$ cat src/rtl/sensor_conditioner_pkg.sv
// rtl/sensor_conditioner_pkg.sv - shared channel count and field-input bit positions
package sensor_conditioner_pkg;
  localparam int N_CH  = 6;
  localparam int CH_H  = 5;
  localparam int CH_M  = 4;
  localparam int CH_L  = 3;
  localparam int CH_T  = 2;
  localparam int CH_US = 1;
  localparam int CH_UA = 0;
endpackage

$ cat src/rtl/sensor_conditioner_debounce_channel.sv
// rtl/sensor_conditioner_debounce_channel.sv - per-bit synchroniser, stability counter and clean flop
module debounce_channel #(
  parameter int STABLE_SAMPLES = 20
) (
  input  logic clock,
  input  logic reset,
  input  logic raw,
  input  logic tick,
  output logic clean,
  output logic update
);
  localparam int CW = $clog2(STABLE_SAMPLES + 1);

  logic [1:0]    sync_q;
  logic [CW-1:0] count;
  logic          differs;

  assign differs = sync_q[1] != clean;
  // Qualifies on the tick that would complete the run, so count never reaches STABLE_SAMPLES.
  assign update  = tick && differs && (int'(count) + 1 == STABLE_SAMPLES);

  always_ff @(posedge clock or posedge reset) begin
    if (reset) begin
      sync_q <= '0;
      count  <= '0;
      clean  <= 1'b0;
    end else begin
      sync_q <= {sync_q[0], raw};
      if (tick) begin
        if (!differs || update) count <= '0;
        else                    count <= count + 1'b1;
        if (update) clean <= sync_q[1];
      end
    end
  end
endmodule

$ cat src/rtl/sensor_conditioner.sv
// rtl/sensor_conditioner.sv - debounces the six irrigation field inputs with a shared sample prescaler
module sensor_conditioner
  import sensor_conditioner_pkg::*;
#(
  parameter int SAMPLE_DIV     = 50000,
  parameter int STABLE_SAMPLES = 20
) (
  input  logic            clock,
  input  logic            reset,
  input  logic [N_CH-1:0] raw_in,
  output logic [N_CH-1:0] clean_out,
  output logic            changed,
  output logic            ready,
  output logic            sample_tick
);
  localparam int PW = (SAMPLE_DIV > 1) ? $clog2(SAMPLE_DIV) : 1;
  localparam int SW = $clog2(STABLE_SAMPLES + 1);
  localparam logic [PW-1:0] PRESC_LAST = PW'(SAMPLE_DIV - 1);

  logic [PW-1:0]   presc;
  logic [SW-1:0]   startup;
  logic [N_CH-1:0] update;

  for (genvar i = 0; i < N_CH; i++) begin : g_ch
    debounce_channel #(.STABLE_SAMPLES(STABLE_SAMPLES)) u_ch (
      .clock (clock),
      .reset (reset),
      .raw   (raw_in[i]),
      .tick  (sample_tick),
      .clean (clean_out[i]),
      .update(update[i])
    );
  end

  always_ff @(posedge clock or posedge reset) begin
    if (reset) begin
      presc       <= '0;
      sample_tick <= 1'b0;
      startup     <= '0;
      ready       <= 1'b0;
      changed     <= 1'b0;
    end else begin
      presc       <= (presc == PRESC_LAST) ? '0 : presc + 1'b1;
      sample_tick <= (presc == PRESC_LAST);
      changed     <= |update;
      // Startup window is measured in sample ticks, matching the channel qualification time.
      if (sample_tick && int'(startup) < STABLE_SAMPLES) begin
        startup <= startup + 1'b1;
        if (int'(startup) + 1 == STABLE_SAMPLES) ready <= 1'b1;
      end
    end
  end
endmodule
$ cat config.mk
export PLATFORM = sky130hd
export DESIGN_NAME = sensor_conditioner
export DESIGN_NICKNAME = d
export VERILOG_FILES = /design/src/rtl/sensor_conditioner_pkg.sv /design/src/rtl/sensor_conditioner_debounce_channel.sv /design/src/rtl/sensor_conditioner.sv
export SDC_FILE = /design/constraint.sdc
export NUM_CORES = 1
export LEC_CHECK = 0
export ABC_AREA = 1
export CORE_UTILIZATION = 41
export CTS_BUF_LIST = sky130_fd_sc_hd__clkbuf_8
export DETAILED_ROUTE_END_ITERATION = 6
export PLACE_DENSITY = 0.62
export SLEW_MARGIN = 20
export SYNTH_ARGS = -nofsm -noshare
export SYNTH_HDL_FRONTEND = slang
export SYNTH_SLANG_ARGS = --single-unit
$ cat constraint.sdc
create_clock -name clock -period 4.5 [get_ports clock]
set_input_delay 0.9 -clock clock [delete_from_list [all_inputs] [get_ports clock]]
set_output_delay 0.9 -clock clock [all_outputs]
set_load 0.05 [all_outputs]
=== Word-level counts from Yosys, hierarchy flattened ===
Index checks and enable logic that the tools add are counted.

* Memory bits (read-only): 0
* Latch bits: 0
* Input port bits: 8
* Register bits: 72
* Bits in writable memories: 0
* Memories kept: 0

* Reductions and logical operators: 33
* Bitwise operators: 0
* Eq/ne operators: 14
* Mux-type cells: 7
* $lt $le $gt $ge: 1
* Multipliers: 0
* Shifts and indexed selects: 0
* $add $sub $neg: 15
* Divide/modulo/power cells: 0

{| class="wikitable"
|+ Operator list
! cell !! count
|-
| $eq 32x6->1 const B || 6
|-
| $add 5x1->6 const B || 7
|-
| $add 5x1->5 const B || 7
|-
| $mux 5 || 6
|-
| $add 16x1->16 const B || 1
|-
| $eq 16x16->1 const B || 1
|-
| $mux 16 || 1
|-
| $reduce_and 2->1 || 7
|-
| $logic_and 1x1->1 || 13
|-
| $eq 6x5->1 const B || 1
|-
| $logic_not 1->1 || 6
|-
| $logic_or 1x1->1 || 6
|-
| $ne 1x1->1 || 6
|-
| $reduce_or 6->1 || 1
|-
| $lt 5x5->1 const B || 1
|}

=== Logic depth before layout (Yosys ltp) ===
Gate-level depths: netlist of the first run.

* Word-level depth: 5
* Mapped depth: 9
* Gate-level depth less buffers: 9

=== Cells and area by module ===
From an unflattened synthesis of the first run, not the netlist that was laid out.

* Cell total of the unflattened synthesis: 520
* Area, all modules: 4031.4 um^2

{| class="wikitable"
|+ Modules (own cells, without submodules)
! module !! area an instance (um^2) !! instances !! cells an instance !! seq. area each (um^2)
|-
| debounce_channel || 447.9 || 6 || 59 || 200.2
|-
| sensor_conditioner || 1343.8 || 1 || 166 || 600.6
|}

=== Worst setup path before layout of the first run ===
Ideal clock, no wire load.

* Kind: register -> output
* Start point: reg sample_tick
* End point: out sample_tick
* Arrival: 0.644 ns
* Buffers on the path: 0
* Cell stages (with the launch flop): 1
* Path slack: 2.956 ns
* Path through: dfrtp_1

{| class="wikitable"
|+ RTL lines
! what !! line !! source
|-
| start: declaration || sensor_conditioner.sv:14 || <nowiki>output logic sample_tick</nowiki>
|-
| start signal: assignment || sensor_conditioner.sv:44 || <nowiki>sample_tick <= (presc == PRESC_LAST);</nowiki>
|}

No word-level cell between the ends.

=== Worst setup path in the final report of the first run ===
* Start point: reg g_ch[5].u_ch.clean
* End point: out clean_out[5]

{| class="wikitable"
|+ RTL lines
! what !! line !! source
|-
| start: declaration || sensor_conditioner_debounce_channel.sv:9 || <nowiki>output logic clean,</nowiki>
|-
| start signal: assignment || sensor_conditioner_debounce_channel.sv:32 || <nowiki>if (update) clean <= sync_q[1];</nowiki>
|-
| end: declaration || sensor_conditioner.sv:11 || <nowiki>output logic [N_CH-1:0] clean_out,</nowiki>
|}

No word-level cell between the ends.

==> reports/results.tsv, run 1 <==
metric	value	unit
Worst Setup Start Kind	register	
EDFF count, synth	0	
final total power	0.00127	W
f_max	397	MHz
# setup viols final	0	
# IOs	17	
Placer Congestion	0.782	
WP buf/inv	1	
DR WL/cell	11.6	um
Yosys top cell area share	0.474	
CP delay by family, top	buffers and inverters	
unrepaired setup endpoints after global routing	no	
Reg2Reg Setup Slack	2.66	ns
H-tree depth	3	
Min-Delay Startpoint	g_ch[1].u_ch.sync_q[0]	
width of the die	98.3	um
layout cells sized above 1	0.0733	
worst hold slack	0.348	ns
Core Region	8850	um2
number of global-route vias before repair	2795	
Min-Delay Endpoint	g_ch[1].u_ch.sync_q[1]	
PortBufs	16	
antenna fix cells	0	
uppermost routed layer	met4	
Yosys warning count	0	
CP max stage cell	clkdlybuf4s50_1	
#FFs+latches synth	72	
fin. max-slew vios	0	
min-delay worst type	reg -> reg	
CP arrival	1.62	ns
Worst Setup Path Type	reg -> out	
Vias per Instance	4.83	
Most used DFF post-synth	dfrtp_1	
Post-Route WL	6930	um
fillers	879	
area growth from synthesis to layout	12.6	%
Clock Skew	0.0134	ns
total CTS buffers	9	
initial antenna violation count	0	
reg2reg path depth	5	
total grt overflow	0	
Final Hold Fails	0	
slew of the pin with the lowest slew margin	0.880	ns
post-synth net total	490	
met2 WL post-DR	3180	um
post_cts resized	0	
worst path cell trace	clkdlybuf4s50_1	
final cell count without fillers	599	
max cap viols	0	
CP startpoint	g_ch[5].u_ch.clean	
vias	2895	
Skew-Pair Late Insertion Delay	0.35	ns
Final HPWL DP	4880	um
Crit. End Element	output port	
clock sink total	72	
area post-placement	4050	um2
largest net degree at the start of global routing	44	
top-count cell post-synth	nand2_1	
final net count	509	
worst flop-to-flop path endpoint	g_ch[3].u_ch.count[0]	
Synth cell types	29	
initial drt markers	137	
Critical R2R Launch	sample_tick	
Cells after Synth	467	
die boundary height	98.3	um
Synth Area per Inst	8.14	um2
fin crit share	0.560	
CTS Hold Bufs	0	
Die ar.	9660	um2
Max-slew headroom	0.412	
critical-path maximum fanout	4	
Clock Path Buffers	2	
Async S/R FF share, synth	1.00	
Yosys top cell by area	dfrtp_1	
CTS tree	yes	
maximum VDD drop	135	uV
Worst Hold Depth	0	
Worst-path clk slew	0.08	ns
Post-CTS Setup Inserts	0	
Setup TNS	0	ns
routed length on met3	202	um
status	complete, but fails checks	
WP data required	3.60	ns
largest cells by area after synthesis	dfrtp_1, nand2_1, nand3_1, inv_1, ha_1	
failing checks	DRC	
row count	34	
Cell Pwr Density	296	nW/um2
sequential element share of the synthesized area	0.474	
Leak Pwr	2.01	nW
slowest stage delay, CP	0.84	ns
final antenna-violating net count	0	
# DRC	1	
design area	4280	um2
met1 WL	3460	um
Initial Util	0.430	
synthesized area	3800	um2
root buffer cell	clkbuf_8	
first-pass GRT wire length	12500	um
Synth top cells by count	nand2_1, dfrtp_1, inv_1, nand3_1, nor2_1	
Initial DRT Pass Iterations	6	
fin crit period	2.52	ns
All-Layer GR Usage	0.162	
# placed instances	583	
-- state kept, by name, summed over array words and instances (netlist names) --
signal	count
ready	1
g_ch.u_ch.clean	6
sample_tick	1
g_ch.u_ch.sync_q	12
presc	16
changed	1
g_ch.u_ch.count	30
startup	5
-- layout by cell type, fill, tap and decap left out, types with 3 or more instances in the layout --
cell type / instances
nor2_2: 4
buf_4: 4
nand4_1: 7
dfrtp_1: 72
nor3_1: 7
clkdlybuf4s50_1: 16
or2_2: 3
nor2_1: 40
nand2_1: 133
xnor2_1: 4
ha_1: 15
nand3_1: 41
nand3b_1: 8
o21ai_0: 33
xor2_1: 16
a21oi_1: 4
and2_1: 4
inv_1: 52
clkbuf_8: 9
-- cell type report --
type / instances / area, um2 / share of cell area
clock buffers: 9 / 124 / 0.0289
clock inverters: 7 / 104 / 0.0243
inverters: 53 / 199 / 0.0465
multi-input cells: 330 / 1730 / 0.404
flip-flops and latches: 72 / 1800 / 0.421
well taps: 108 / 135 / 0.0316
repair buffers: 20 / 190 / 0.0444
-- how the worst max path moves through the flow --
stage                                   endpoint  slack [ns]  cells after the start
after global routing                clean_out[5]        1.93                      1
after detailed placement  g_ch[1].u_ch.sync_q[1]        2.21                      3
after global placement     g_ch[1].u_ch.count[1]        2.22                      3
final                               clean_out[5]        1.98                      1
after CTS                           clean_out[5]        1.95                      1
after floorplan                          changed        1.78                      1
-- per-stage QoR --
stage / worst slack, ns / utilization
2_1_floorplan: 1.78 / -
3_3_place_gp: 2.22 / 0.458
3_5_place_dp: 2.21 / 0.458
4_1_cts: 1.95 / 0.484
5_1_grt: 1.93 / 0.484
6_report: 1.98 / 0.484
-- power by group --
part / leakage (nW) / internal, W / switching, W
logic: 0.938 / 0.00000934 / 0.0000192
clock network: 0.108 / 0.000319 / 0.000264
registers: 0.964 / 0.000652 / 0.00000264
-- cells by family (layout without fill, tap and decap cells) --
family          Yosys count  count (layout)  share of synthesized area
compound gates           39              39                     0.0520
xor+xnor                 22              22                     0.0546
fa+ha+maj                15              15                     0.0494
buf+inv                  65              89                     0.0714
flops                    72              72                      0.474
mux                       1               1                    0.00296
simple gates            253             253                      0.296
-- per-layer routing --
| layer | track usage | vias to the layer above |
|---|---|---|
| met3 | 0.0451 | 7 |
| li1 | - | 1517 |
| met1 | 0.212 | 1345 |
| met2 | 0.261 | 26 |
| met5 | 0 | - |
| met4 | 0.0551 | 0 |
No activity file was read; power rests on OpenSTA's default activity.
==> run 2: changes to the inputs <==
--- a/config.mk
+++ b/config.mk
@@ -9,7 +9,7 @@
 export CORE_UTILIZATION = 41
 export CTS_BUF_LIST = sky130_fd_sc_hd__clkbuf_8
 export DETAILED_ROUTE_END_ITERATION = 6
-export PLACE_DENSITY = 0.62
+export PLACE_DENSITY = 0.64
 export SLEW_MARGIN = 20
 export SYNTH_ARGS = -nofsm -noshare
 export SYNTH_HDL_FRONTEND = slang
==> constraint.sdc (replaced) <==
create_clock -name clock -period 2.31 [get_ports clock]
set_input_delay 0.462 -clock clock [delete_from_list [all_inputs] [get_ports clock]]
set_output_delay 0.462 -clock clock [all_outputs]
set_load 0.05 [all_outputs]
==> run 2 against run 1 <==
The flow now finishes without violations. Non-clock buffer count grew 3. Core utilization increased by 0.17 points. First-iteration DRC count rose by 20%. Sequential power rose by 96%. Final cell count rose by 0.50%. Die area stayed put. Via count rose by 2.1%. Sequential cell count unchanged. Register-to-register slack worse by 2.1 ns. Power rose by 83%. Critical path type unchanged. Largest power group unchanged. Highest routed layer unchanged.
==> reports/results.tsv, run 2 (same netlist as run 1, synthesis figures left out) <==
metric	value	unit	change
Worst Hold Depth	0		unchanged
slew of the pin with the lowest slew margin	0.490	ns	was 0.880 ns
clock share of power	0.424		was 0.460
total CTS buffers	9		unchanged
layout cells sized above 1	0.0789		was 0.0733
initial drt markers	165		was 137
CTS Hold Bufs	0		unchanged
sequential power share	0.549		was 0.517
commonest non-fill, non-tap cell in the layout	nand2_1		unchanged
Setup TNS	0	ns	unchanged
clock sink total	72		unchanged
unrepaired setup endpoints after global routing	no		unchanged
first-pass GRT wire length	12700	um	was 12500 um
area growth from synthesis to layout	13.0	%	was 12.6%
CP arrival	1.62	ns	about the same
combinational power share	0.027		was 0.023
H-tree depth	3		unchanged
# DRC	0		was 1
Final HPWL DP	5040	um	was 4880 um
Core Region	8850	um2	unchanged
Max-slew headroom	0.672		was 0.412
WP buf/inv	1		unchanged
worst path cell trace	clkdlybuf4s50_1		unchanged
Setup WS post-layout	0.227	ns	was 1.98 ns
maximum VDD drop	313	uV	was 135 uV
Post-CTS Setup Inserts	0		unchanged
internal power	0.00182	W	was 0.000980 W
min-delay worst type	reg -> reg		unchanged
Post-Route WL	7030	um	was 6930 um
Clock Skew	0.0105	ns	was 0.0134 ns
max cap viols	0		unchanged
Sw Ratio	0.218		was 0.226
max reg flops	30		unchanged
total grt overflow	0		unchanged
antenna fix cells	0		unchanged
design area	4300	um2	was 4280 um2
width of the die	98.3	um	unchanged
largest net degree at the start of global routing	41		was 44
Die ar.	9660	um2	unchanged
Worst-path clk slew	0.08	ns	about the same
fin. max-slew vios	0		unchanged
final antenna-violating net count	0		unchanged
biggest regs	g_ch.u_ch.count (30), presc (16), g_ch.u_ch.sync_q (12)		unchanged
fillers	855		was 879
Placer Congestion	0.884		was 0.782
worst hold slack	0.354	ns	was 0.348 ns
# setup viols final	0		unchanged
final core utilization	0.486		was 0.484
critical-path maximum fanout	4		unchanged
status	completed		was complete, but fails checks
Leak Pwr	2.03	nW	was 2.01 nW
DR WL/cell	11.7	um	was 11.6 um
final net count	512		was 509
Place WS	0.591	ns	was 2.21 ns
reg2reg path depth	8		was 5
All-Layer GR Usage	0.163		was 0.162
WP data required	1.85	ns	was 3.60 ns
CP max stage cell	clkdlybuf4s50_1		unchanged
Cell Pwr Density	540	nW/um2	was 296 nW/um2
CP delay by family, top	buffers and inverters		unchanged
most frequent cells in the layout	nand2_1, dfrtp_1, inv_1		unchanged
Vias per Instance	4.91		was 4.83
f_max	480	MHz	
Largest Register	g_ch.u_ch.count		unchanged
fin crit share	0.902		
vias	2957		was 2895
Worst Setup Path Type	reg -> out		unchanged
CTS tree	yes		unchanged
Initial Util	0.430		unchanged
P_sw	0.000506	W	was 0.000286 W
Initial DRT Pass Iterations	6		unchanged
area post-placement	4100	um2	was 4050 um2
# IOs	17		unchanged
slowest stage delay, CP	0.84	ns	about the same
post_cts resized	0		unchanged
Crit. End Element	output port		unchanged
Final Hold Fails	0		unchanged
root buffer cell	clkbuf_8		unchanged
number of global-route vias before repair	2856		was 2795
initial antenna violation count	0		unchanged
Worst Setup Start Kind	register		unchanged
Clock Path Buffers	2		unchanged
PortBufs	16		unchanged
Skew-Pair Late Insertion Delay	0.34	ns	was 0.35 ns
fin crit period	2.08	ns	
Levels on crit path	1		unchanged
die boundary height	98.3	um	unchanged
row count	34		unchanged
-- run 2: power groups by stage --
stage	Clock (W)	Combinational [W]	Sequential (W)
after floorplan	0	0.0000317	0.00130
after global placement	0	0.0000648	0.00130
after detailed placement	0	0.0000659	0.00130
after CTS	0.00102	0.0000661	0.00128
after global routing	0.00107	0.0000725	0.00128
final	0.000984	0.0000627	0.00128
-- run 2: routing by layer --
layer | global-route usage | wire (um) | vias to the layer above
met2 | 0.275 | 3370 | 39
met3 | 0.0293 | 204 | 10
li1 | - | - | 1515
met5 | 0 | 0 | -
met4 | 0.0666 | 117 | 0
met1 | 0.207 | 3340 | 1393
-- run 2: per-stage QoR --
step | cells | total power [W]
after CTS | 602 | 0.00236
final | 602 | 0.00232
after floorplan | 467 | 0.00133
after detailed placement | 586 | 0.00137
after global placement | 586 | 0.00136
after global routing | 602 | 0.00242
-- run 2: final timing paths --
kind	startpoint	to	slack, ns
worst max-delay path	g_ch[5].u_ch.clean	clean_out[5]	0.23
worst min-delay path	g_ch[1].u_ch.sync_q[0]	g_ch[1].u_ch.sync_q[1]	0.35
worst max register to register	sample_tick	g_ch[5].u_ch.count[1]	0.58
worst min register to register	g_ch[1].u_ch.sync_q[0]	g_ch[1].u_ch.sync_q[1]	0.35
max in group asynchronous	reset	g_ch[1].u_ch.count[0]	1.34
min in group asynchronous	reset	ready	0.42
-- run 2: layout make-up --
type	instances	area, um2	share of cell area
Clock buffer	10	138	0.0320
Tap cell	108	135	0.0315
Inverter	53	199	0.0463
Timing Repair Buffer	23	235	0.0547
Sequential cell	72	1800	0.419
Clock inverter	6	60.1	0.0140
Multi-Input combinational cell	330	1730	0.402
==> run 3: changes to the inputs <==
--- a/config.mk
+++ b/config.mk
@@ -9,6 +9,7 @@
 export CORE_UTILIZATION = 41
 export CTS_BUF_LIST = sky130_fd_sc_hd__clkbuf_8
 export DETAILED_ROUTE_END_ITERATION = 6
+export GPL_TIMING_DRIVEN = 0
 export PLACE_DENSITY = 0.64
 export SLEW_MARGIN = 20
 export SYNTH_ARGS = -nofsm -noshare
==> constraint.sdc (replaced) <==
create_clock -name clock -period 1.8 [get_ports clock]
set_input_delay 0.36 -clock clock [delete_from_list [all_inputs] [get_ports clock]]
set_output_delay 0.36 -clock clock [all_outputs]
set_load 0.05 [all_outputs]
==> run 3 against run 2 <==
Critical path depth rose by 1. Non-clock buffer count grew 7. First-iteration DRC count fell by 39%. Combinational power rose by 26%. Critical path type unchanged.
==> reports/results.tsv, run 3 (same netlist as run 1, synthesis figures left out) <==
metric	value	unit	change
status	completed		unchanged
CP delay by family, top	buffers and inverters		unchanged
fillers	844		was 855
slew of the pin with the lowest slew margin	0.538	ns	was 0.490 ns
Largest Register	g_ch.u_ch.count		unchanged
total CTS buffers	9		unchanged
initial antenna violation count	0		unchanged
Setup WS post-layout	0.0596	ns	was 0.227 ns
DR WL/cell	11.7	um	about the same
Post-CTS Setup Inserts	0		unchanged
biggest regs	g_ch.u_ch.count (30), presc (16), g_ch.u_ch.sync_q (12)		unchanged
Cell Pwr Density	753	nW/um2	was 540 nW/um2
first-pass GRT wire length	12900	um	was 12700 um
final antenna-violating net count	0		unchanged
total grt overflow	0		unchanged
fin crit share	0.967		
# IOs	17		unchanged
Worst Setup Path Type	reg -> out		unchanged
H-tree depth	3		unchanged
# DRC	0		unchanged
critical-path maximum fanout	4		unchanged
max reg flops	30		unchanged
vias	2986		was 2957
max cap viols	0		unchanged
clock sink total	72		unchanged
CP arrival	1.38	ns	was 1.62 ns
area growth from synthesis to layout	15.3	%	was 13.0%
Crit. End Element	output port		unchanged
unrepaired setup endpoints after global routing	no		unchanged
f_max	575	MHz	
commonest non-fill, non-tap cell in the layout	nand2_1		unchanged
worst hold slack	0.350	ns	was 0.354 ns
Final Hold Fails	0		unchanged
All-Layer GR Usage	0.166		was 0.163
Initial Util	0.430		unchanged
post_cts resized	10		was 0
CTS tree	yes		unchanged
maximum VDD drop	375	uV	was 313 uV
Leak Pwr	2.10	nW	was 2.03 nW
Initial DRT Pass Iterations	6		unchanged
initial drt markers	100		was 165
Die ar.	9660	um2	unchanged
fin. max-slew vios	0		unchanged
die boundary height	98.3	um	unchanged
WP data required	1.44	ns	was 1.85 ns
# setup viols final	0		unchanged
Final HPWL DP	5160	um	was 5040 um
CP max stage cell	dlygate4sd2_1		was clkdlybuf4s50_1
width of the die	98.3	um	unchanged
Post-Route WL	7120	um	was 7030 um
worst path cell trace	buf_4, dlygate4sd2_1		was clkdlybuf4s50_1
Max-slew headroom	0.640		was 0.672
WP buf/inv	2		was 1
fin crit period	1.74	ns	
final net count	519		was 512
largest net degree at the start of global routing	26		was 41
final core utilization	0.495		was 0.486
Clock Skew	0.0116	ns	was 0.0105 ns
Worst-path clk slew	0.08	ns	about the same
Worst Setup Start Kind	register		unchanged
Skew-Pair Late Insertion Delay	0.35	ns	was 0.34 ns
root buffer cell	clkbuf_8		unchanged
min-delay worst type	reg -> reg		unchanged
slowest stage delay, CP	0.52	ns	was 0.84 ns
most frequent cells in the layout	nand2_1, dfrtp_1, inv_1		unchanged
antenna fix cells	0		unchanged
number of global-route vias before repair	2993		was 2856
row count	34		unchanged
Core Region	8850	um2	unchanged
Clock Path Buffers	2		unchanged
CTS Hold Bufs	0		unchanged
Place WS	0.0889	ns	was 0.591 ns
PortBufs	16		unchanged
Vias per Instance	4.90		was 4.91
Placer Congestion	0.871		was 0.884
layout cells sized above 1	0.0858		was 0.0789
[run 3: cell count changes in the layout (fill, tap and decap cells not counted)]
cell / delta
inv_6: +1
clkdlybuf4s15_1: +1
clkinvlp_4: +1
buf_2: +1
buf_4: +2
bufinv_16: +2
clkdlybuf4s50_1: -8
buf_1: +1
dlygate4sd2_1: +7
clkbuf_1: +3
inv_2: -1
clkinv_2: -2
inv_1: -1
[run 3: layout make-up]
class | instances | area, um2 | share of cell area
tap | 108 | 135 | 0.0308
inverter | 53 | 203 | 0.0463
multi-input combinational | 330 | 1730 | 0.394
clock inverter | 6 | 115 | 0.0263
sequential | 72 | 1800 | 0.411
buffer | 12 | 72.6 | 0.0166
clock buffer | 10 | 138 | 0.0314
timing repair buffer | 18 | 189 | 0.0431
[run 3: worst paths after layout]
kind / from / end / slack, ns / depth (start not counted)
hold reg to reg: g_ch[4].u_ch.sync_q[0] / g_ch[4].u_ch.sync_q[1] / 0.35 / 0
min in group asynchronous: reset / g_ch[0].u_ch.count[3] / 0.44 / 2
max in group asynchronous: reset / g_ch[5].u_ch.count[0] / 0.67 / 4
setup reg to reg: g_ch[4].u_ch.count[0] / changed / 0.17 / 8
hold / removal: g_ch[4].u_ch.sync_q[0] / g_ch[4].u_ch.sync_q[1] / 0.35 / 0
setup / recovery: g_ch[2].u_ch.clean / clean_out[2] / 0.06 / 2
[run 3: layer usage]
layer | GRT usage | vias to the layer above | wire length [um]
met2 | 0.287 | 31 | 3600
met3 | 0.0408 | 9 | 175
met4 | 0.0677 | 0 | 92
met5 | 0 | - | 0
met1 | 0.198 | 1410 | 3250
li1 | - | 1536 | -
[run 3: where the power goes]
part	switching, W	total (W)	internal [W]	leakage, nW
clock	0.000621	0.00159	0.000965	0.123
sequential	0.00000658	0.00164	0.00163	0.964
combinational	0.0000492	0.0000787	0.0000295	1.02
[run 3: per-stage QoR]
step / instance area [um2] / cells / total power [W] / TNS, ns
after CTS: 4380 / 609 / 0.00336 / 0
after global routing: 4380 / 609 / 0.00343 / 0
after global placement: 4100 / 591 / 0.00174 / -19.30
final: 4380 / 609 / 0.00330 / 0
after floorplan: 3800 / 467 / 0.00171 / 0
after detailed placement: 4140 / 593 / 0.00175 / 0
